## src/rtl/sseg_pkg.sv

```systemverilog
// Character codes and active-low seven-segment patterns (bit order g..a).
// Pure constants and a helper; no latency, no backpressure.
package sseg_pkg;

  localparam int CHAR_W = 5;

  localparam logic [CHAR_W-1:0] CH_BLANK = 5'd16;
  localparam logic [CHAR_W-1:0] CH_DASH  = 5'd17;
  localparam logic [CHAR_W-1:0] CH_H     = 5'd18;
  localparam logic [CHAR_W-1:0] CH_L     = 5'd19;
  localparam logic [CHAR_W-1:0] CH_P     = 5'd20;
  localparam logic [CHAR_W-1:0] CH_U     = 5'd21;
  localparam logic [CHAR_W-1:0] CH_R     = 5'd22;
  localparam logic [CHAR_W-1:0] CH_N     = 5'd23;

  localparam logic [6:0] SEG_BLANK = 7'h7F;
  localparam logic [6:0] SEG_DASH  = 7'h3F;
  localparam logic [6:0] SEG_H     = 7'h09;
  localparam logic [6:0] SEG_L     = 7'h47;
  localparam logic [6:0] SEG_P     = 7'h0C;
  localparam logic [6:0] SEG_U     = 7'h41;
  localparam logic [6:0] SEG_R     = 7'h2F;
  localparam logic [6:0] SEG_N     = 7'h2B;

  function automatic logic [6:0] hex_seg(input logic [3:0] v);
    case (v)
      4'h0: hex_seg = 7'h40;
      4'h1: hex_seg = 7'h79;
      4'h2: hex_seg = 7'h24;
      4'h3: hex_seg = 7'h30;
      4'h4: hex_seg = 7'h19;
      4'h5: hex_seg = 7'h12;
      4'h6: hex_seg = 7'h02;
      4'h7: hex_seg = 7'h78;
      4'h8: hex_seg = 7'h00;
      4'h9: hex_seg = 7'h10;
      4'hA: hex_seg = 7'h08;
      4'hB: hex_seg = 7'h03;
      4'hC: hex_seg = 7'h46;
      4'hD: hex_seg = 7'h21;
      4'hE: hex_seg = 7'h06;
      default: hex_seg = 7'h0E;
    endcase
  endfunction

endpackage

```

## src/rtl/sseg_char_decoder.sv

```systemverilog
// Combinational 5-bit character code to active-low segments; codes 24-31 are blank.
// Zero latency, no backpressure.
module sseg_char_decoder
  import sseg_pkg::*;
(
  input  logic [CHAR_W-1:0] code,
  output logic [6:0]        seg
);

  always_comb begin
    seg = SEG_BLANK;
    if (!code[4]) begin
      seg = hex_seg(code[3:0]);
    end else begin
      case (code)
        CH_DASH: seg = SEG_DASH;
        CH_H:    seg = SEG_H;
        CH_L:    seg = SEG_L;
        CH_P:    seg = SEG_P;
        CH_U:    seg = SEG_U;
        CH_R:    seg = SEG_R;
        CH_N:    seg = SEG_N;
        default: seg = SEG_BLANK;
      endcase
    end
  end

endmodule

```

## src/rtl/sseg_banner_scroller.sv

```systemverilog
// Scrolling banner on a multiplexed common-anode display; step_clk is only a synchronized scroll event.
// an/seg registered one cycle after digit/offset; step lands on offset two edges after capture; no backpressure.
module sseg_banner_scroller
  import sseg_pkg::*;
#(
  parameter int MSG_LEN     = 16,
  parameter int N_DIGITS    = 4,
  parameter int REFRESH_DIV = 100000
) (
  input  logic                       clk,
  input  logic                       reset,
  input  logic                       step_clk,
  input  logic                       en,
  input  logic                       dir,
  input  logic [CHAR_W*MSG_LEN-1:0]  msg,
  output logic [N_DIGITS-1:0]        an,
  output logic [6:0]                 seg,
  output logic                       dp,
  output logic [$clog2(MSG_LEN)-1:0] offset
);

  localparam int OW = $clog2(MSG_LEN);
  localparam int IW = OW + 1;
  localparam int RW = $clog2(REFRESH_DIV);
  localparam int DW = (N_DIGITS > 1) ? $clog2(N_DIGITS) : 1;

  logic              sync0, sync1, sync1_d;
  logic [1:0]        fill;
  logic              armed;
  logic              step;
  logic [RW-1:0]     rcnt;
  logic              rcnt_tc;
  logic [DW-1:0]     digit;
  logic [IW-1:0]     idx_sum;
  logic [OW-1:0]     ch_idx;
  logic [CHAR_W-1:0] ch_code;
  logic [6:0]        seg_next;
  logic [N_DIGITS-1:0] an_next;

  assign step    = armed & sync1 & ~sync1_d;
  assign rcnt_tc = (rcnt == RW'(REFRESH_DIV - 1));
  assign dp      = 1'b1;

  // fill marks when sync1 holds a real sample rather than its reset zero,
  // so a step_clk already high at reset release cannot arm the detector.
  always_ff @(posedge clk or posedge reset) begin
    if (reset) begin
      sync0   <= 1'b0;
      sync1   <= 1'b0;
      sync1_d <= 1'b0;
      fill    <= 2'b00;
      armed   <= 1'b0;
    end else begin
      sync0   <= step_clk;
      sync1   <= sync0;
      sync1_d <= sync1;
      fill    <= {fill[0], 1'b1};
      if (fill[1] && !sync1) armed <= 1'b1;
    end
  end

  always_ff @(posedge clk or posedge reset) begin
    if (reset) begin
      offset <= '0;
    end else if (step && en) begin
      if (dir) offset <= (offset == '0) ? OW'(MSG_LEN - 1) : offset - OW'(1);
      else     offset <= (offset == OW'(MSG_LEN - 1)) ? '0 : offset + OW'(1);
    end
  end

  always_ff @(posedge clk or posedge reset) begin
    if (reset) begin
      rcnt  <= '0;
      digit <= '0;
    end else if (rcnt_tc) begin
      rcnt  <= '0;
      digit <= (digit == DW'(N_DIGITS - 1)) ? '0 : digit + DW'(1);
    end else begin
      rcnt  <= rcnt + RW'(1);
    end
  end

  // Sum is below 2*MSG_LEN, so one conditional subtract completes the modulo.
  assign idx_sum = {1'b0, offset} + IW'(digit);
  assign ch_idx  = (idx_sum >= IW'(MSG_LEN)) ? OW'(idx_sum - IW'(MSG_LEN)) : idx_sum[OW-1:0];

  always_comb begin
    ch_code = '0;
    for (int i = 0; i < MSG_LEN; i++) begin
      if (ch_idx == OW'(i)) ch_code = msg[CHAR_W*i +: CHAR_W];
    end
  end

  always_comb begin
    an_next = '1;
    for (int d = 0; d < N_DIGITS; d++) begin
      if (digit == DW'(d)) an_next[N_DIGITS-1-d] = 1'b0;
    end
  end

  sseg_char_decoder u_dec (
    .code (ch_code),
    .seg  (seg_next)
  );

  always_ff @(posedge clk or posedge reset) begin
    if (reset) begin
      an  <= '1;
      seg <= 7'h7F;
    end else begin
      an  <= an_next;
      seg <= seg_next;
    end
  end

endmodule

```

## config.mk

```make
export PLATFORM = sky130hd
export DESIGN_NAME = sseg_banner_scroller
export DESIGN_NICKNAME = d
export VERILOG_FILES = /design/src/rtl/sseg_pkg.sv /design/src/rtl/sseg_char_decoder.sv /design/src/rtl/sseg_banner_scroller.sv
export SDC_FILE = /design/constraint.sdc
export NUM_CORES = 1
export LEC_CHECK = 0
export CAP_MARGIN = 20
export CORE_MARGIN = 2
export CORE_UTILIZATION = 47
export CTS_CLUSTER_DIAMETER = 40
export DETAILED_ROUTE_END_ITERATION = 7
export GPL_TIMING_DRIVEN = 1
export PLACE_DENSITY = 0.83
export SYNTH_ARGS = -nofsm -noshare
export SYNTH_HDL_FRONTEND = slang
export SYNTH_HIERARCHICAL = 1
export SYNTH_SLANG_ARGS = --single-unit
export TNS_END_PERCENT = 100
```

## constraint.sdc

```tcl
create_clock -name clk -period 4.68 [get_ports clk]
set_input_delay 1.404 -clock clk [delete_from_list [all_inputs] [get_ports clk]]
set_output_delay 1.404 -clock clk [all_outputs]
set_load 0.03 [all_outputs]
```

# == After elaboration in Yosys (flattened, before gate mapping) ==
# Memory sizes are Yosys's and may differ from the RTL's.
# Cells that the tools add are included.
# word_totals
mem_count,1
inputBits,85
reg_bits,40
rom_bits,112
output_inout_bits,16
elab_cells,82
# memory_table
name,depth,width,rd,rd_clocked_by_memory_dff,write_ports,line_no,rtl
(no name shown),16,7,1,0,0,sseg_pkg.sv:26,case (v)
# classes
bitwise_logic,3
n_lt_le_gt_ge,1
n_addsub,6
n_reduce_logical,6
n_eq_ne,27
n_mux,28
# ops
cell,count
$mux W5,16
$pmux W7 S7,1
$eq A4 B4 Y1 const B,9
$eq A5 B5 Y1 const B,7
$add A17 B1 Y17 const B,1
$eq A17 B17 Y1 const B,1
$mux W17,1
$eq A4 B3 Y1 const B,4
$mux W4,4
$eq A4 B2 Y1 const B,2
$logic_not A4 Y1,2
$sub A4 B1 Y4 const B,2
$mux W7,1
$add A4 B2 Y5,1
$ge A5 B5 Y1 const B,1
$add A4 B1 Y4 const B,1
$eq A2 B2 Y1 const B,2
$eq A4 B1 Y1 const B,1
$mux W1,4
$add A2 B1 Y2 const B,1
$and A1 B1 Y1,2
$eq A2 B1 Y1 const B,1
$logic_and A1 B1 Y1,2
$logic_not A2 Y1,1
other kinds (3),3

# == Longest topological paths before layout ==
# depth
ltp_word,23
mapped_depth,17
ltp_nobuf,15

# == By module ==
# The synthesis kept the hierarchy.
# by_module_without_submodules
module,n_inst,cells_each,area_per_inst_um2,seq_area_each_um2
sseg_banner_scroller,1,270,2625.0,1014.7
sseg_char_decoder,1,67,504.2,0.0

# == Worst setup path before layout ==
# No wires, ideal clock.
# synth_path
path_kind,flip-flop to flip-flop
from,register offset[0]
to,register seg[2]
slack_ns,0.682
t_arrival_ns,3.906
period_less_slack_ns,3.998
n_path_buf,3
path_stages_with_launch,15
t_required_ns,4.588
setup_ns,0.092
path_cell_list,dfrtp_1 -> ha_1 -> inv_1 -> fa_1 -> buf_2 -> clkbuf_1 -> clkbuf_1 -> nor2_1 -> a211oi_1 -> inv_1 -> ha_1 -> nand2b_1 -> or3_1 -> o211ai_1 -> o311ai_1
# synth_between
elab_chain_cells,23
word_cells_on_any_way,46
classes_between,add/sub (2); order compare (1); eq/ne (22); mux (19); reduce/logical (1); memory (1)
# synth_lines
element,line_no,rtl
from (decl),sseg_banner_scroller.sv:19,output logic [$clog2(MSG_LEN)-1:0] offset
from (signal assigned),sseg_banner_scroller.sv:66,if (dir) offset <= (offset == '0) ? OW'(MSG_LEN - 1) : offset - OW'(1);
from (signal assigned),sseg_banner_scroller.sv:67,else offset <= (offset == OW'(MSG_LEN - 1)) ? '0 : offset + OW'(1);
$add A4 B2 Y5 *,sseg_banner_scroller.sv:84,"assign idx_sum = {1'b0, offset} + IW'(digit);"
$sub A4 B1 Y4 / $ge A5 B5 Y1 (equally long branches),sseg_banner_scroller.sv:85,assign ch_idx = (idx_sum >= IW'(MSG_LEN)) ? OW'(idx_sum - IW'(MSG_LEN)) : idx_sum[OW-1:0];
$mux W4 *,sseg_banner_scroller.sv:85,
$logic_not A4 Y1,sseg_banner_scroller.sv:90,if (ch_idx == OW'(i)) ch_code = msg[CHAR_W*i +: CHAR_W];
$mux W5 (15 in series),sseg_banner_scroller.sv:90,
$mux W5 *,sseg_banner_scroller.sv:90,
via ch_code[0],sseg_banner_scroller.sv:36,logic [CHAR_W-1:0] ch_code;
$eq A5 B5 Y1,sseg_char_decoder.sv:15,case (code)
$pmux W7 S7,sseg_char_decoder.sv:15,
$mux W7 *,sseg_char_decoder.sv:12,if (!code[4]) begin
via seg_next[2],sseg_banner_scroller.sv:37,logic [6:0] seg_next;
to (signal assigned),sseg_banner_scroller.sv:112,seg <= seg_next;
to (decl),sseg_banner_scroller.sv:17,"output logic [6:0] seg,"
# The timed path passes the listed nets; every way through them passes the cells marked *.
# A chain may end at the register's enable or synchronous reset.

# == Worst setup path in the final report ==
# layout_path
from,register offset[0]
to,register seg[0]
# The elaborated chain is that of the path after synthesis.

==> impl_metrics.csv <==
group,metric,value,unit
run_status,outcome,"completed",
cts,cts_hold_buffers,0,
grt,track_usage,21.73,%
grt,antenna_found_initial,0,
yosys,synth_xor_area_share,5.838,%
timing,hold_violations,0,
floorplanning,dieHeight,85.60,um
yosys,synth_warnings,6,
cells_and_area,area_delta_synth_final,38.22,%
cells_and_area,layout-drive-gt1-share,11.70,%
timing,finalSetupTns,0,ns
flow_run,maxCapViolCount,0,
timing,setup_viol,0,
yosys,syn_area,3129,um2
cts,cts_resized,0,
floorplanning,core_area,6386,um2
cts,htreeDepth,2,
pwr,power.total,2.844,mW
yosys,synthAdderAreaFrac,6.238,%
floorplanning,start_util,49.00,%
pwr,p_leak,1.789,nW
cts,numCtsBuffers,5,
cells_and_area,stdcell_count,513,
worst_setup_path,required,4.86,ns
yosys,synth_top_area_cell,"dfrtp_1",
cells_and_area,final_util,67.73,%
place,dp_hpwl,6035,um
yosys,synth_area_leaders,"dfrtp_1 23%, dfstp_2 9.2%, mux4_2 5.8%",
worst_setup_path,cp-end-kind,"register",
routing,drt_pre_antenna_iters,4,
cts,cts_tree,"built",
yosys,yosys_most_used_dff,"dfrtp_1",
yosys,post-synth-top-area-fraction,23.19,%
cts,cts-root-buf,"clkbuf_8",
timing,fin_crit,4.197,ns
yosys,synth_most_common_cell,"dfrtp_1",
timing,post-route-period-util,89.69,%
place,routabilityCongestion,0.8459,
grt,grt_pass1_vias,2757,
place,portBuffers,99,
grt,grt_max_degree,41,
worst_setup_path,r2r_end,"seg[0]$_DFF_PP1_",
routing,drc,0,
worst_setup_path,critPathArrivalTime,4.38,ns
worst_setup_path,crit_chain,"ha_1, inv_1, fa_1, inv_1, o31a_1, o31ai_1, inv_1, ha_1, or2_1, o41ai_1, o21ai_1",
routing,ant_nets,0,
routing,drt_iter0_markers,182,
grt,grt_pass1_wl,12890,um
place,place_inst,505,
cts,clk_path_buf_depth,2,
timing,skew,0.002621,ns
routing,routed_wirelength,7767,um
routing,vias,2922,
yosys,ys_types,68,
cells_and_area,final_nets,535,
worst_setup_path,crit_path_frequent_cell,"inv_1",
cells_and_area,diodes,0,
yosys,synth_top_family_by_area,"compound AO/OA/AOI/OAI gates",
worst_setup_path,slowest_delay,0.91,ns
worst_setup_path,critical-path-slowest-cell,"fa_1",
worst_hold_path,holdPathStages,0,
timing,timing.fmax,0.2382,GHz
floorplanning,io_pins,101,
pwr,power_density,657.6,nW/um2
routing,avgViaCountPerCell,5.696,
yosys,synth_edf_count,0,
cts,clkSinkCount,40,
floorplanning,rows,29,
worst_setup_path,cp_max_fo,18,
yosys,synthArstFlopShare,100.0,%
floorplanning,dieArea,7327,um2
yosys,synth-simple-area-share,17.75,%
worst_setup_path,critPathLaunchType,"register",
worst_hold_path,min_from,"sync0$_DFF_PP0_",
worst_setup_path,crit_type,"reg2reg",
yosys,ys_seq_elements,40,
worst_hold_path,hp-class,"reg2reg",
timing,rsz0062_at_grt,"no",
yosys,synth_mux_area_share,10.60,%
cts,worstSkewPairLatency,0.29,ns
yosys,ys_seq_area_share,32.43,%
worst_setup_path,r2r_start,"offset[0]$_DFFE_PP0P_",
worst_setup_path,r2r_slack,0.48,ns
worst_setup_path,rr_worst_depth,11,
timing,max_slew.worst_pin.slew,1.028,ns
yosys,synth_commonest_cells,"29 x dfrtp_1, 24 x nand2_1, 24 x nor2_1, 21 x inv_1, 16 x o21ai_0",
yosys,synth_compound_area_share,20.75,%
yosys,avgSynthCellArea,9.286,um2
timing,slew_headroom,31.50,%
floorplanning,die_x,85.60,um
pwr,peakVddDrop,590.9,uV
cts,postCtsSetupBuffers,0,
cts,clk_pin_slew,0.08,ns
timing,holdWs,0.3516,ns
timing,final_max_slew_viol_count,0,
worst_hold_path,min_to,"sync1$_DFF_PP0_",
yosys,syn_inst,337,
grt,grt.overflow.total,0,
routing,wl_per_cell,15.14,um
flip-flops by register name (all words and copies together) (netlist names):
name,cells
rcnt,17
sync0,1
seg,7
offset,4
fill,2
sync1_d,1
sync1,1
an,4
armed,1
digit,2
cell type report:
type	instances	area (um2)
repair buffers	111	1081
inverters	21	78.83
clock inverters	2	60.06
multi-input cells	256	1922
well taps	77	96.34
clock buffers	6	72.57
flip-flops and latches	40	1015
fillers	505	2061
cells by family after synthesis:
| kind of cell | after synthesis |
|---|---|
| flip-flops | 40 |
| AO/OA/AOI/OAI | 90 |
| other | 1 |
| multiplexers | 23 |
| XOR/XNOR | 20 |
| adder cells (fa/ha/maj) | 15 |
| AND/OR/NAND/NOR | 106 |
| buffers and inverters | 42 |
layer usage:
layer  up-vias  share of wire, %  global-route usage, %  wire length [um]
met5         -                 0                      0                 0
met2        84                51                  38.71              3977
li1       1431                 -                      -                 -
met1      1399                43                  28.20              3373
met3         8               4.4                  3.754               342
met4         0              0.94                  3.608                73
layout by cell type, fill, tap and decap left out, drive strengths merged, types with 7 or more instances in the layout:
cell           count
a21oi             17
nor2              25
inv               21
buf               12
nand2             24
nand3             12
mux2i             14
nand2b             9
xor2              10
nor3               8
dfrtp             29
xnor2             10
o21ai             19
mux4               8
o22ai              7
dfstp             11
clkdlybuf4s50     99
ha                14
worst max path at each step:
stage / startpoint / end / slack (ns) / cells after the start
after floorplan: offset[0]$_DFFE_PP0P_ / seg[2]$_DFF_PP1_ / 0.68 / 14
after global placement: msg[26] / seg[0]$_DFF_PP1_ / 0.56 / 11
after detailed placement: msg[26] / seg[0]$_DFF_PP1_ / 0.49 / 11
after CTS: offset[0]$_DFFE_PP0P_ / seg[0]$_DFF_PP1_ / 0.50 / 11
after global routing: offset[0]$_DFFE_PP0P_ / seg[0]$_DFF_PP1_ / 0.05 / 11
final: offset[0]$_DFFE_PP0P_ / seg[0]$_DFF_PP1_ / 0.48 / 11
critical path, delay by kind of cell, from the launching register on:
| kind | cells | cell delay [ns] |
|---|---|---|
| AOI/OAI and AO/OA | 4 | 1.32 |
| buffers and inverters | 3 | 0.50 |
| and+or+nand+nor | 1 | 0.28 |
| adders and majority gates | 3 | 1.50 |
| DFF | 1 | 0.48 |
report_power, final:
| part | internal (mW) | switching [mW] |
|---|---|---|
| registers | 0.433 | 0.0558 |
| clock network | 0.213 | 0.117 |
| logic | 0.904 | 1.12 |
metrics by stage:
step | setup WS, ns | area (um2)
6_report | 0.4825 | 4325
5_1_grt | 0.05212 | 4325
4_1_cts | 0.5037 | 4325
3_5_place_dp | 0.4866 | 4193
3_3_place_gp | 0.5576 | 4193
2_1_floorplan | 0.6816 | 3133
Power figures use the tool's default switching activity.
